--- src/rtl/i2c_target_responder.sv ---
// I2C target: START/STOP decode, 7-bit address match, write sink port and read fetch handshake.
// Define I2C_TARGET_CLK_STRETCH_EN to hold SCL low for late read data instead of sending 0xFF.
module i2c_target_responder #(
    parameter logic [6:0]  SLAVE_ADDR  = 7'h22,
    parameter int unsigned SYNC_STAGES = 2,
    parameter int unsigned HOLD_CYCLES = 4
) (
    input  logic       clk_i,
    input  logic       rst_n_i,
    input  logic       scl_i,
    input  logic       sda_i,
    output logic       scl_oe_o,
    output logic       sda_oe_o,
    output logic       start_o,
    output logic       stop_o,
    output logic       busy_o,
    output logic       dir_o,
    output logic       wr_valid_o,
    output logic [7:0] wr_data_o,
    input  logic       wr_full_i,
    output logic       rd_req_o,
    input  logic       rd_ack_i,
    input  logic [7:0] rd_data_i,
    output logic       rd_underrun_o
);

    localparam int unsigned HOLD_W = (HOLD_CYCLES < 2) ? 1 : $clog2(HOLD_CYCLES + 1);

    typedef enum logic [3:0] {
        IDLE, ADDR, ADDR_ACK, WR_BYTE, WR_ACK, RD_FETCH, RD_BYTE, RD_ACK, WAIT_STOP
    } state_t;

    state_t                 state;
    logic [SYNC_STAGES-1:0] scl_sync;
    logic [SYNC_STAGES-1:0] sda_sync;
    logic                   scl_s, sda_s, scl_q, sda_q;
    logic                   scl_rise, scl_fall, start_det, stop_det;
    logic [HOLD_W-1:0]      hold_cnt;
    logic                   hold_act, hold_fire, drive_fire, rel_load, stretching;
    logic [3:0]             bit_cnt;
    logic [6:0]             shreg;
    logic [7:0]             tx_byte;
    logic                   ack_ok;

`ifdef I2C_TARGET_CLK_STRETCH_EN
    logic rel_pend;
    assign rd_underrun_o = 1'b0;
    assign stretching    = scl_oe_o;
    assign drive_fire    = hold_fire & ~rel_pend;
    assign rel_load      = (state == RD_FETCH) && scl_oe_o && rd_req_o && rd_ack_i;
`else
    assign scl_oe_o      = 1'b0;
    assign stretching    = 1'b0;
    assign drive_fire    = hold_fire;
    assign rel_load      = 1'b0;
`endif

    // Input synchronizers plus one extra stage for edge detection; idle bus is high.
    always_ff @(posedge clk_i or negedge rst_n_i) begin
        if (!rst_n_i) begin
            scl_sync <= '1;
            sda_sync <= '1;
            scl_q    <= 1'b1;
            sda_q    <= 1'b1;
        end else begin
            scl_sync <= {scl_sync[SYNC_STAGES-2:0], scl_i};
            sda_sync <= {sda_sync[SYNC_STAGES-2:0], sda_i};
            scl_q    <= scl_s;
            sda_q    <= sda_s;
        end
    end

    assign scl_s     = scl_sync[SYNC_STAGES-1];
    assign sda_s     = sda_sync[SYNC_STAGES-1];
    assign scl_rise  = scl_s & ~scl_q;
    assign scl_fall  = ~scl_s & scl_q;
    assign start_det = scl_s & scl_q & sda_q & ~sda_s;
    assign stop_det  = scl_s & scl_q & ~sda_q & sda_s;

    // Hold timer: fires HOLD_CYCLES after an SCL fall (or after late read data while stretching).
    always_ff @(posedge clk_i or negedge rst_n_i) begin
        if (!rst_n_i) begin
            hold_cnt <= '0;
            hold_act <= 1'b0;
        end else if (scl_fall || rel_load) begin
            hold_cnt <= HOLD_W'(HOLD_CYCLES);
            hold_act <= 1'b1;
        end else if (hold_act) begin
            if (hold_cnt == HOLD_W'(1)) begin
                hold_act <= 1'b0;
            end else begin
                hold_cnt <= hold_cnt - HOLD_W'(1);
            end
        end
    end

    assign hold_fire = hold_act && (hold_cnt == HOLD_W'(1));

    always_ff @(posedge clk_i or negedge rst_n_i) begin
        if (!rst_n_i) begin
            state      <= IDLE;
            bit_cnt    <= '0;
            shreg      <= '0;
            tx_byte    <= '0;
            ack_ok     <= 1'b0;
            sda_oe_o   <= 1'b0;
            start_o    <= 1'b0;
            stop_o     <= 1'b0;
            busy_o     <= 1'b0;
            dir_o      <= 1'b0;
            wr_valid_o <= 1'b0;
            wr_data_o  <= '0;
            rd_req_o   <= 1'b0;
`ifdef I2C_TARGET_CLK_STRETCH_EN
            scl_oe_o   <= 1'b0;
            rel_pend   <= 1'b0;
`else
            rd_underrun_o <= 1'b0;
`endif
        end else begin
            start_o    <= 1'b0;
            stop_o     <= 1'b0;
            wr_valid_o <= 1'b0;
`ifndef I2C_TARGET_CLK_STRETCH_EN
            rd_underrun_o <= 1'b0;
`endif
            if (stop_det) begin
                stop_o   <= 1'b1;
                state    <= IDLE;
                sda_oe_o <= 1'b0;
                busy_o   <= 1'b0;
                rd_req_o <= 1'b0;
`ifdef I2C_TARGET_CLK_STRETCH_EN
                scl_oe_o <= 1'b0;
                rel_pend <= 1'b0;
`endif
            end else if (start_det) begin
                start_o  <= 1'b1;
                state    <= ADDR;
                bit_cnt  <= '0;
                sda_oe_o <= 1'b0;
                rd_req_o <= 1'b0;
`ifdef I2C_TARGET_CLK_STRETCH_EN
                scl_oe_o <= 1'b0;
                rel_pend <= 1'b0;
`endif
            end else begin
`ifdef I2C_TARGET_CLK_STRETCH_EN
                if (rel_pend && hold_fire) begin
                    scl_oe_o <= 1'b0;
                    rel_pend <= 1'b0;
                end
`endif
                case (state)
                    ADDR: begin
                        if (drive_fire) sda_oe_o <= 1'b0;
                        if (scl_rise) begin
                            shreg   <= {shreg[5:0], sda_s};
                            bit_cnt <= bit_cnt + 4'd1;
                            if (bit_cnt == 4'd7) begin
                                if (shreg == SLAVE_ADDR) begin
                                    dir_o  <= sda_s;
                                    busy_o <= 1'b1;
                                    state  <= ADDR_ACK;
                                end else begin
                                    busy_o <= 1'b0;
                                    state  <= WAIT_STOP;
                                end
                            end
                        end
                    end
                    ADDR_ACK: begin
                        if (drive_fire) sda_oe_o <= 1'b1;
                        if (scl_rise) bit_cnt <= 4'd9;
                        if (scl_fall && bit_cnt == 4'd9) begin
                            bit_cnt <= '0;
                            if (dir_o) begin
                                state    <= RD_FETCH;
                                rd_req_o <= 1'b1;
                            end else begin
                                state    <= WR_BYTE;
                            end
                        end
                    end
                    WR_BYTE: begin
                        if (drive_fire) sda_oe_o <= 1'b0;
                        if (scl_rise) begin
                            shreg   <= {shreg[5:0], sda_s};
                            bit_cnt <= bit_cnt + 4'd1;
                            if (bit_cnt == 4'd7) begin
                                wr_data_o <= {shreg, sda_s};
                                state     <= WR_ACK;
                            end
                        end
                    end
                    // wr_full_i is only looked at on the falling edge that ends the data byte.
                    WR_ACK: begin
                        if (drive_fire) sda_oe_o <= ack_ok;
                        if (scl_rise) bit_cnt <= 4'd9;
                        if (scl_fall) begin
                            if (bit_cnt == 4'd8) begin
                                ack_ok     <= ~wr_full_i;
                                wr_valid_o <= ~wr_full_i;
                            end else if (bit_cnt == 4'd9) begin
                                bit_cnt <= '0;
                                state   <= ack_ok ? WR_BYTE : WAIT_STOP;
                            end
                        end
                    end
                    // Data arriving at (or after) the drive point puts bit 7 on the bus immediately.
                    RD_FETCH: begin
                        if (rd_req_o && rd_ack_i) begin
                            rd_req_o <= 1'b0;
                            state    <= RD_BYTE;
                            if (drive_fire || stretching) begin
                                sda_oe_o <= ~rd_data_i[7];
                                tx_byte  <= {rd_data_i[6:0], 1'b0};
                                bit_cnt  <= 4'd1;
                            end else begin
                                tx_byte  <= rd_data_i;
                                bit_cnt  <= '0;
                            end
`ifdef I2C_TARGET_CLK_STRETCH_EN
                            if (scl_oe_o) rel_pend <= 1'b1;
`endif
                        end else if (drive_fire) begin
`ifdef I2C_TARGET_CLK_STRETCH_EN
                            scl_oe_o <= 1'b1;
`else
                            sda_oe_o      <= 1'b0;
                            tx_byte       <= 8'hFE;
                            bit_cnt       <= 4'd1;
                            rd_req_o      <= 1'b0;
                            rd_underrun_o <= 1'b1;
                            state         <= RD_BYTE;
`endif
                        end
                    end
                    RD_BYTE: begin
                        if (drive_fire) begin
                            if (bit_cnt == 4'd8) begin
                                sda_oe_o <= 1'b0;
                                state    <= RD_ACK;
                            end else begin
                                sda_oe_o <= ~tx_byte[7];
                                tx_byte  <= {tx_byte[6:0], 1'b0};
                                bit_cnt  <= bit_cnt + 4'd1;
                            end
                        end
                    end
                    RD_ACK: begin
                        if (scl_rise) begin
                            if (sda_s) begin
                                state    <= WAIT_STOP;
                            end else begin
                                state    <= RD_FETCH;
                                rd_req_o <= 1'b1;
                            end
                        end
                    end
                    default: begin
                        if (drive_fire) sda_oe_o <= 1'b0;
                    end
                endcase
            end
        end
    end

endmodule

--- config.mk ---
export PLATFORM = sky130hd
export DESIGN_NAME = i2c_target_responder
export DESIGN_NICKNAME = d
export VERILOG_FILES = /design/src/rtl/i2c_target_responder.sv
export SDC_FILE = /design/constraint.sdc
export NUM_CORES = 1
export LEC_CHECK = 0
export CAP_MARGIN = 0
export CORE_AREA = 2 2 97 71
export DETAILED_ROUTE_END_ITERATION = 12
export DIE_AREA = 0 0 99 73
export GPL_TIMING_DRIVEN = 1
export PLACE_DENSITY = 0.66
export SYNTH_ARGS = -nofsm -noshare
export SYNTH_HDL_FRONTEND = slang
export SYNTH_SLANG_ARGS = --single-unit
--- constraint.sdc ---
create_clock -name clk_i -period 2.7 [get_ports clk_i]
set_input_delay 0.405 -clock clk_i [delete_from_list [all_inputs] [get_ports clk_i]]
set_output_delay 0.405 -clock clk_i [all_outputs]
set_load 0.03 [all_outputs]
Yosys cells after proc, flatten, opt, wreduce, memory -nomap -nowiden
Index checks and enable logic that the tools add are counted.
Operators by class
  add/subtract/negate cells: 2
  eq/ne operators: 39
  muxes and demuxes: 83
  bitwise gates (word level): 16
  reduce and logical (&&, ||, !) cells: 23
Operators with widths (number)
  4-bit two-way mux: 29
  4-bit != test, second input constant: 16
  1-bit two-way mux: 40
  8-bit two-way mux: 5
  4-bit case mux with 7 select lines: 1
  6-bit AND reduction: 4
  4-bit by 3-bit equality test with 1-bit output, second input constant: 5
  4-bit case mux with 5 select lines: 1
  8-bit case mux with 2 select lines: 1
  5-bit AND reduction: 3
  13-bit AND reduction: 1
  3-bit two-way mux: 4
  3-bit != test, second input constant: 4
  5-bit != test, second input constant: 2
  2-bit nonzero test: 5
  1-bit NOT: 9
  9-bit nonzero test: 1
  4-bit by 2-bit equality test with 1-bit output, second input constant: 2
  4-bit equality test, second input constant: 2
  4-bit AND reduction: 2
  1-bit AND: 7
  7-bit by 6-bit equality test with 1-bit output, second input constant: 1
  2-bit != test, second input constant: 3
  6-bit nonzero test: 1
  other kinds (12): 14
Storage, ports and cells
  flip-flop bits (word level): 50
  bits of input ports: 14
  output and inout port bits: 17
  logic and storage cells: 183

Depth between registers and ports, before layout
Gate-level depths: netlist of run 1.
  depth in word-level cells: 8
  mapped depth: 9
  depth with buffers taken out: 8

Worst setup path before layout of run 1
Ideal clock, no wire load.
  path kind: register -> register
  from: reg hold_cnt[1]
  to: reg bit_cnt[3]
  setup time: 0.073 ns
  data arrival time: 2.067 ns
  required time: 2.627 ns
  path slack: 0.560 ns
  stages on the path, launching flop included: 10
  path buffers: 1
  clock period less this slack: 2.140 ns
  path through: dfrtp_1 inv_1 ha_1 and3b_1 buf_6 nand2_2 o2bb2ai_1 a2111o_1 or3_1 a21oi_2
Between the ends
  word-level cells in the longest chain between the ends: 4
  elaborated cells on any way between the ends: 5
  those cells by class: eq/ne: 3; reduce/logical: 2
RTL lines
  start: declaration: line 38  | logic [HOLD_W-1:0] hold_cnt;
  start signal: assignment: line 86  | hold_cnt <= HOLD_W'(HOLD_CYCLES);
  start signal: assignment: line 92  | hold_cnt <= hold_cnt - HOLD_W'(1);
  3-bit by 1-bit equality test with 1-bit output *: line 97  | assign hold_fire = hold_act && (hold_cnt == HOLD_W'(1));
  1-bit logical AND *: line 97
  4-bit != test (no line) / 3-bit != test (equally long branches)
  6-bit AND reduction (no line) *
  end signal: assignment: line 159  | bit_cnt <= bit_cnt + 4'd1;
  end signal: assignment: line 189  | bit_cnt <= bit_cnt + 4'd1;
  end signal: assignment: line 247  | bit_cnt <= bit_cnt + 4'd1;
  end: declaration: line 40  | logic [3:0] bit_cnt;
Every way passes the cells marked *; elsewhere a longest branch is shown, timed or not.
A chain may end at the register's enable or synchronous reset.

Final worst setup path of run 1
  from: reg hold_cnt[1]
  to: reg tx_byte[3]
Between the ends
  word-level cells in the longest chain between the ends: 5
  elaborated cells on any way between the ends: 8
  those cells by class: eq/ne: 3; mux: 3; reduce/logical: 2
RTL lines
  3-bit by 1-bit equality test with 1-bit output *: line 97
  1-bit logical AND *: line 97
  8-bit two-way mux: line 215  | if (drive_fire || stretching) begin
  8-bit two-way mux: line 212  | if (rd_req_o && rd_ack_i) begin
  8-bit case mux with 2 select lines: line 154  | case (state)
  end signal: assignment: line 217  | tx_byte <= {rd_data_i[6:0], 1'b0};
  end signal: assignment: line 220  | tx_byte <= rd_data_i;
  end signal: assignment: line 246  | tx_byte <= {tx_byte[6:0], 1'b0};
  end: declaration: line 42  | logic [7:0] tx_byte;
Marked as above.

==> results by group, run 1 <==
Clocking
  • Worst-skew pair later-pin latency: 0.30 ns
  • Post-CTS Resized: 0
  • Cts hold-fix bufs: 0
  • CTS root buffer: clkbuf_8
  • Clock transition at path regs: 0.09 ns
  • # Post-CTS Setup Buffers: 0
  • CTS buffer count: 5
  • Clk sinks: 50
  • # H-tree levels: 2
  • CTS tree: done
  • CTS Buffer Depth: 2

Die
  • Die Y: 73 µm
  • Die Footprint: 7230 µm²
  • Io pins: 31
  • DIE WIDTH: 99 µm
  • Core area: 6410 µm²
  • Starting density of the core: 0.436
  • # rows: 25

Yosys
  • Area leader, netlist: dfrtp_1
  • Async set-reset flop share out of synthesis: 1.00
  • Syn_nets: 301
  • Most numerous cell in the Yosys netlist: dfrtp_1
  • Register area share after synthesis: 0.451
  • Synth top cells by count: dfrtp_1 (44), nor2_1 (33), nand2_1 (30)
  • Top cell type's share of synthesized area: 0.394
  • Area contributors post-synth: dfrtp_1 (39%), mux2_2 (6.0%), dfstp_2 (5.6%)
  • Yosys cell types: 64
  • Post-synth EDFFs: 0
  • Syn avg cell area: 9.90 µm²
  • Mapped Cells: 282
  • Post-Syn Area: 2790 µm²
  • Seq cells post-synth: 50
  • Predominant post-synthesis flop cell: dfrtp_1
  • YS warnings: 0

Final layout
  • FF+latch area: 1260 µm²
  • Final Non-Filler Cells: 399
  • Final Util: 0.508
  • Share of post-route cells with drive strength above 1: 0.167
  • Filler cells: 619
  • Post-route cell area: 3260 µm²
  • ANT cells: 0
  • Final #Nets: 336
  • Footprint of the multi-input gates: 1390 µm²
  • Area growth syn-to-layout: 16.8%

Setup path
  • Crit-path cells: inv_1 -> ha_1 -> and3b_1 -> or3_4 -> a21oi_2 -> nor2_1 -> o21bai_4 -> mux2_1
  • Critical path class: reg -> reg
  • CP max-delay cell: mux2_1
  • R2R Setup Slk: 0.39 ns
  • CP Launch Type: flip-flop
  • CP max FO: 8
  • Worst EP arrival: 2.49 ns
  • Worst Setup End Kind: flip-flop
  • CP required: 2.88 ns
  • Slowest stage delay, CP: 0.36 ns

Route
  • First-pass DRT Iterations: 4
  • Routed len/inst: 15.0 µm
  • Vias per cell: 5.53
  • DRT antenna net count: 0
  • Initial detailed-routing violation count: 134
  • DR vias: 2205
  • Final wirelength: 6000 µm
  • # DRC: 0

Timing
  • RSZ-0062 raised after global routing: no
  • Worst slew margin: 0.616
  • Final setup fails: 0
  • Slew @ Worst Pin: 0.568 ns
  • Setup TNS: 0 ns
  • Fin. Hold Viols: 0
  • Pins Over Slew Limit: 0
  • Worst Skew: 0.00702 ns
  • Fmax achieved: 432 MHz
  • Worst hold slack: 0.0878 ns
  • Final period util: 0.857
  • Min Tclk post-route: 2.31 ns

Power
  • Max VDD drop: 0.359 mV
  • PD cells: 822 nW/µm²
  • Leakage: 0.00142 µW

Place
  • Post-DP HPWL: 4410 µm
  • Area of placed instances: 3170 µm²
  • Dpl cells: 391
  • Gpl congestion: 0.895
  • I/O Buffers: 29

GRT
  • Number of global-route vias before repair: 2153
  • Total grt overflow: 0
  • GR Util All Layers: 0.177
  • First-pass GRT wire length: 10200 µm
  • Pin count of the biggest net entering global routing: 28
  • Initial antenna violation count: 0

Min path
  • Hold WC Path Type: in -> async

Status
  • Status: finished, final reports clean

Run
  • Max-cap violations: 0
[metrics by stage]
| stage | worst slack (ns) | total power, µW |
|---|---|---|
| 2_1_floorplan | 0.560 | 1980 |
| 3_3_place_gp | 0.241 | 2240 |
| 3_5_place_dp | 0.199 | 2270 |
| 4_1_cts | 0.380 | 2690 |
| 5_1_grt | 0.257 | 2900 |
| 6_report | 0.386 | 2680 |
[registers in the layout (all words and copies together), names as in the netlist, 2 cells and up]
name / count
wr_data_o: 8
scl_sync: 2
shreg: 7
tx_byte: 8
state: 4
hold_cnt: 3
sda_sync: 2
bit_cnt: 4
[critical path, delay by kind of cell, from the launching register on]
kind	cells	cell delay, ns
AND/OR/NAND/NOR	3	0.70
flip-flops	1	0.35
multiplexers	1	0.36
buffers and inverters	1	0.06
adder cells (fa/ha/maj)	1	0.21
AO/OA/AOI/OAI	2	0.51
[kinds of logic (layout without fill, tap and decap cells)]
| kind of cell | count (synthesis) | after routing | share of synthesized area |
|---|---|---|---|
| AOI/OAI and AO/OA | 61 | 61 | 0.163 |
| xor gates and xnor gates | 2 | 2 | 0.00627 |
| adders and majority gates | 5 | 5 | 0.0224 |
| buffers and inverters | 26 | 62 | 0.0529 |
| DFF | 50 | 50 | 0.451 |
| muxes | 23 | 23 | 0.0927 |
| other | 1 | 1 | 0.00134 |
| and+or+nand+nor | 114 | 114 | 0.211 |
[routing by layer]
layer | track usage | part of all wire | wire [µm] | up-vias
met5 | 0 | 0 | 0 | -
met4 | 0.0457 | 0.0030 | 18 | 0
met3 | 0.0354 | 0.053 | 316 | 2
met2 | 0.248 | 0.42 | 2550 | 57
met1 | 0.277 | 0.52 | 3120 | 1071
li1 | - | - | - | 1075
[area by class of cell]
| cell class | instances | share of cell area |
|---|---|---|
| clock inverter | 2 | 0.00422 |
| tap | 81 | 0.0311 |
| inverter | 12 | 0.0138 |
| sequential | 50 | 0.386 |
| timing repair buffer | 42 | 0.117 |
| clock buffer | 6 | 0.0223 |
| multi-input combinational | 206 | 0.425 |
[path summary, 6_finish.rpt]
| path | start | to | cells after the start |
|---|---|---|---|
| max | hold_cnt[1] | tx_byte[3] | 8 |
| min | rst_n_i | hold_cnt[0] | 2 |
| max reg2reg | hold_cnt[1] | tx_byte[3] | 8 |
| min reg2reg | sda_sync[0] | sda_sync[1] | 0 |
| max in group asynchronous | rst_n_i | sda_sync[0] | 2 |
| min in group clk_i | sda_sync[0] | sda_sync[1] | 0 |
[placed cells by master (no fill, tap or decap), drive strengths merged, types with 2 or more instances in the layout]
cell type,synthesis,routed
a211oi,4,4
a21o,3,3
a21oi,12,12
a311oi,2,2
a31oi,9,9
and2b,3,3
and3,2,2
and3b,2,2
buf,5,14
clkbuf,8,6
clkdlybuf4s50,0,28
clkinv,0,2
dfrtp,44,44
dfstp,6,6
ha,5,5
inv,12,12
mux2,23,23
nand2,31,31
nand2b,4,4
nand3,7,7
nand3b,3,3
nor2,33,33
nor2b,5,5
nor3,10,10
nor4,3,3
o211ai,2,2
o21a,3,3
o21ai,5,5
o21bai,2,2
o221ai,5,5
o22a,2,2
o31ai,2,2
or2,2,2
or3,4,4
xnor2,2,2
[report_power, final]
group / switching (µW) / internal (µW)
logic: 632 / 507
registers: 194 / 929
clock network: 237 / 183
total: 1060 / 1620
Power figures use the tool's default switching activity.
==> inputs of run 2 (changes only) <==
Settings changed: CORE_AREA 2 2 97 71 to 2 2 85 63, DIE_AREA 0 0 99 73 to 0 0 87 65, DONT_BUFFER_PORTS set to 1, PLACE_DENSITY 0.66 to 0.74.
==> run 2 against run 1 <==
Against the previous run:
- sequential cell count unchanged
- critical path depth decreased by 1
- combinational power decreased by 8%
- final cell count decreased by 13%
- clock power increased by 6.7%
- count of clock-buffer cells in the layout decreased by 1
==> results by group, run 2 (synthesized netlist as in run 1, its figures left out) <==
Place
  • I/O Buffers: 0
  • Gpl congestion: 0.948
  • Post-DP HPWL: 4110 µm
  • Dpl cells: 339

Die
  • DIE WIDTH: 87 µm
  • Die Footprint: 5660 µm²
  • Io pins: 31
  • Die Y: 65 µm
  • Starting density of the core: 0.567
  • # rows: 22
  • Core area: 4930 µm²

Power
  • Switching share of total power: 0.404
  • PD cells: 893 nW/µm²
  • Leakage: 0.00132 µW
  • Clk pwr share: 0.169
  • Switching pwr: 1080 µW
  • Combinational fraction of design power: 0.393
  • Cell Int Power: 1580 µW
  • Max VDD drop: 0.437 mV
  • Seq pwr share: 0.438

Min path
  • Hold path depth: 0
  • Hold WC Path Type: in -> reg

Route
  • DR vias: 2141
  • DRT antenna net count: 0
  • # DRC: 0
  • Final wirelength: 5680 µm
  • Initial detailed-routing violation count: 198
  • Vias per cell: 6.13
  • Routed len/inst: 16.3 µm
  • First-pass DRT Iterations: 5

Clocking
  • Post-CTS Resized: 0
  • Clk sinks: 50
  • CTS root buffer: clkbuf_8
  • CTS Buffer Depth: 2
  • CTS buffer count: 5
  • Clock transition at path regs: 0.09 ns
  • # H-tree levels: 2
  • CTS tree: done
  • Worst-skew pair later-pin latency: 0.31 ns

Timing
  • Worst Skew: 0.0135 ns
  • Final period util: 0.841
  • Final setup fails: 0
  • RSZ-0062 raised after global routing: no
  • Worst slew margin: 0.602
  • Min Tclk post-route: 2.27 ns
  • Setup TNS: 0 ns
  • Fin. Hold Viols: 0
  • Slew @ Worst Pin: 0.593 ns
  • Fmax achieved: 441 MHz
  • Pins Over Slew Limit: 0

Final layout
  • Final #Nets: 307
  • Biggest regs: tx_byte: 8 flops, wr_data_o: 8 flops, shreg: 7 flops
  • Commonest cells after routing, fill and taps aside: dfrtp_1 (44), nor2_1 (33), nand2_1 (30), mux2_2 (15), inv_1 (12)
  • Most common cell after layout, fill and taps aside: dfrtp_1
  • Final Non-Filler Cells: 349
  • ANT cells: 0
  • Area growth syn-to-layout: 6.63%
  • Share of post-route cells with drive strength above 1: 0.180
  • Final Util: 0.604
  • Filler cells: 423

Run
  • Max-cap violations: 0

Status
  • Status: finished, final reports clean

Setup path
  • R2R Path End: tx_byte[2]
  • Worst EP arrival: 2.47 ns
  • CP max FO: 8
  • R2R Setup Slk: 0.43 ns
  • Critical path class: reg -> reg
  • Crit path to: tx_byte[2]
  • CP required: 2.90 ns
  • RR Startpoint: hold_cnt[0]
  • Worst Setup SP: hold_cnt[0]
  • CP Launch Type: flip-flop
  • Worst Setup End Kind: flip-flop
  • Reg2reg path depth: 7

GRT
  • GR Util All Layers: 0.223
  • Initial antenna violation count: 0
  • First-pass GRT wire length: 9600 µm
  • Pin count of the biggest net entering global routing: 51
  • Total grt overflow: 0
  • Number of global-route vias before repair: 1894
==> run 2: repair_timing <==
action	CTS	global route
buffers inserted	0	0
hold buffers	2	0
endpoints found under the hold margin	50	0
==> run 2: per-layer routing <==
layer | part of all wire | up-vias | global-route usage
met1 | 0.48 | 1022 | 0.326
met3 | 0.089 | 7 | 0.0739
li1 | - | 1018 | -
met5 | 0 | - | 0
met4 | 0.013 | 0 | 0.0586
met2 | 0.41 | 94 | 0.317
==> run 2: area by class of cell <==
| type | count | area [µm²] | area share |
|---|---|---|---|
| multi-input cells | 206 | 1390 | 0.466 |
| flip-flops and latches | 50 | 1260 | 0.423 |
| repair buffers | 13 | 120 | 0.0403 |
| well taps | 60 | 75.1 | 0.0252 |
| clock buffers | 5 | 68.8 | 0.0231 |
| inverters | 12 | 45.0 | 0.0151 |
| clock inverters | 3 | 23.8 | 0.00798 |
==> run 2: worst min-delay path by stage <==
stage          slack, ns          end  startpoint
2_1_floorplan       0.11       ack_ok     rst_n_i
4_1_cts             0.08  sda_sync[0]       sda_i
3_5_place_dp        0.11     hold_act     rst_n_i
6_report            0.08  sda_sync[0]       sda_i
5_1_grt             0.05  sda_sync[0]       sda_i
3_3_place_gp        0.11     hold_act     rst_n_i
==> run 2: critical path: stages (launching register included) <==
cell and delay [ns]:
dfrtp_1 0.40, ha_1 0.24, and3b_1 0.21, or3_4 0.35, a21oi_2 0.21, nor2_1 0.12, o21bai_4 0.29, mux2_1 0.35
==> run 2: through the flow <==
stage          instance area, µm²  hold WS [ns]  setup WS (ns)  total power, µW
6_report                     2980        0.0814          0.430             2660
5_1_grt                      2980        0.0549          0.224             2870
4_1_cts                      2980        0.0754          0.421             2660
3_5_place_dp                 2850         0.111          0.439             2190
3_3_place_gp                 2850         0.111          0.480             2180
2_1_floorplan                2790         0.109          0.560             1980
==> run 2: power groups by stage <==
stage | clock (µW) | sequential (µW) | combinational, µW
2_1_floorplan | 0 | 1080 | 903
5_1_grt | 503 | 1200 | 1170
6_report | 448 | 1170 | 1050
4_1_cts | 461 | 1160 | 1040
3_3_place_gp | 0 | 1170 | 1000
3_5_place_dp | 0 | 1180 | 1020
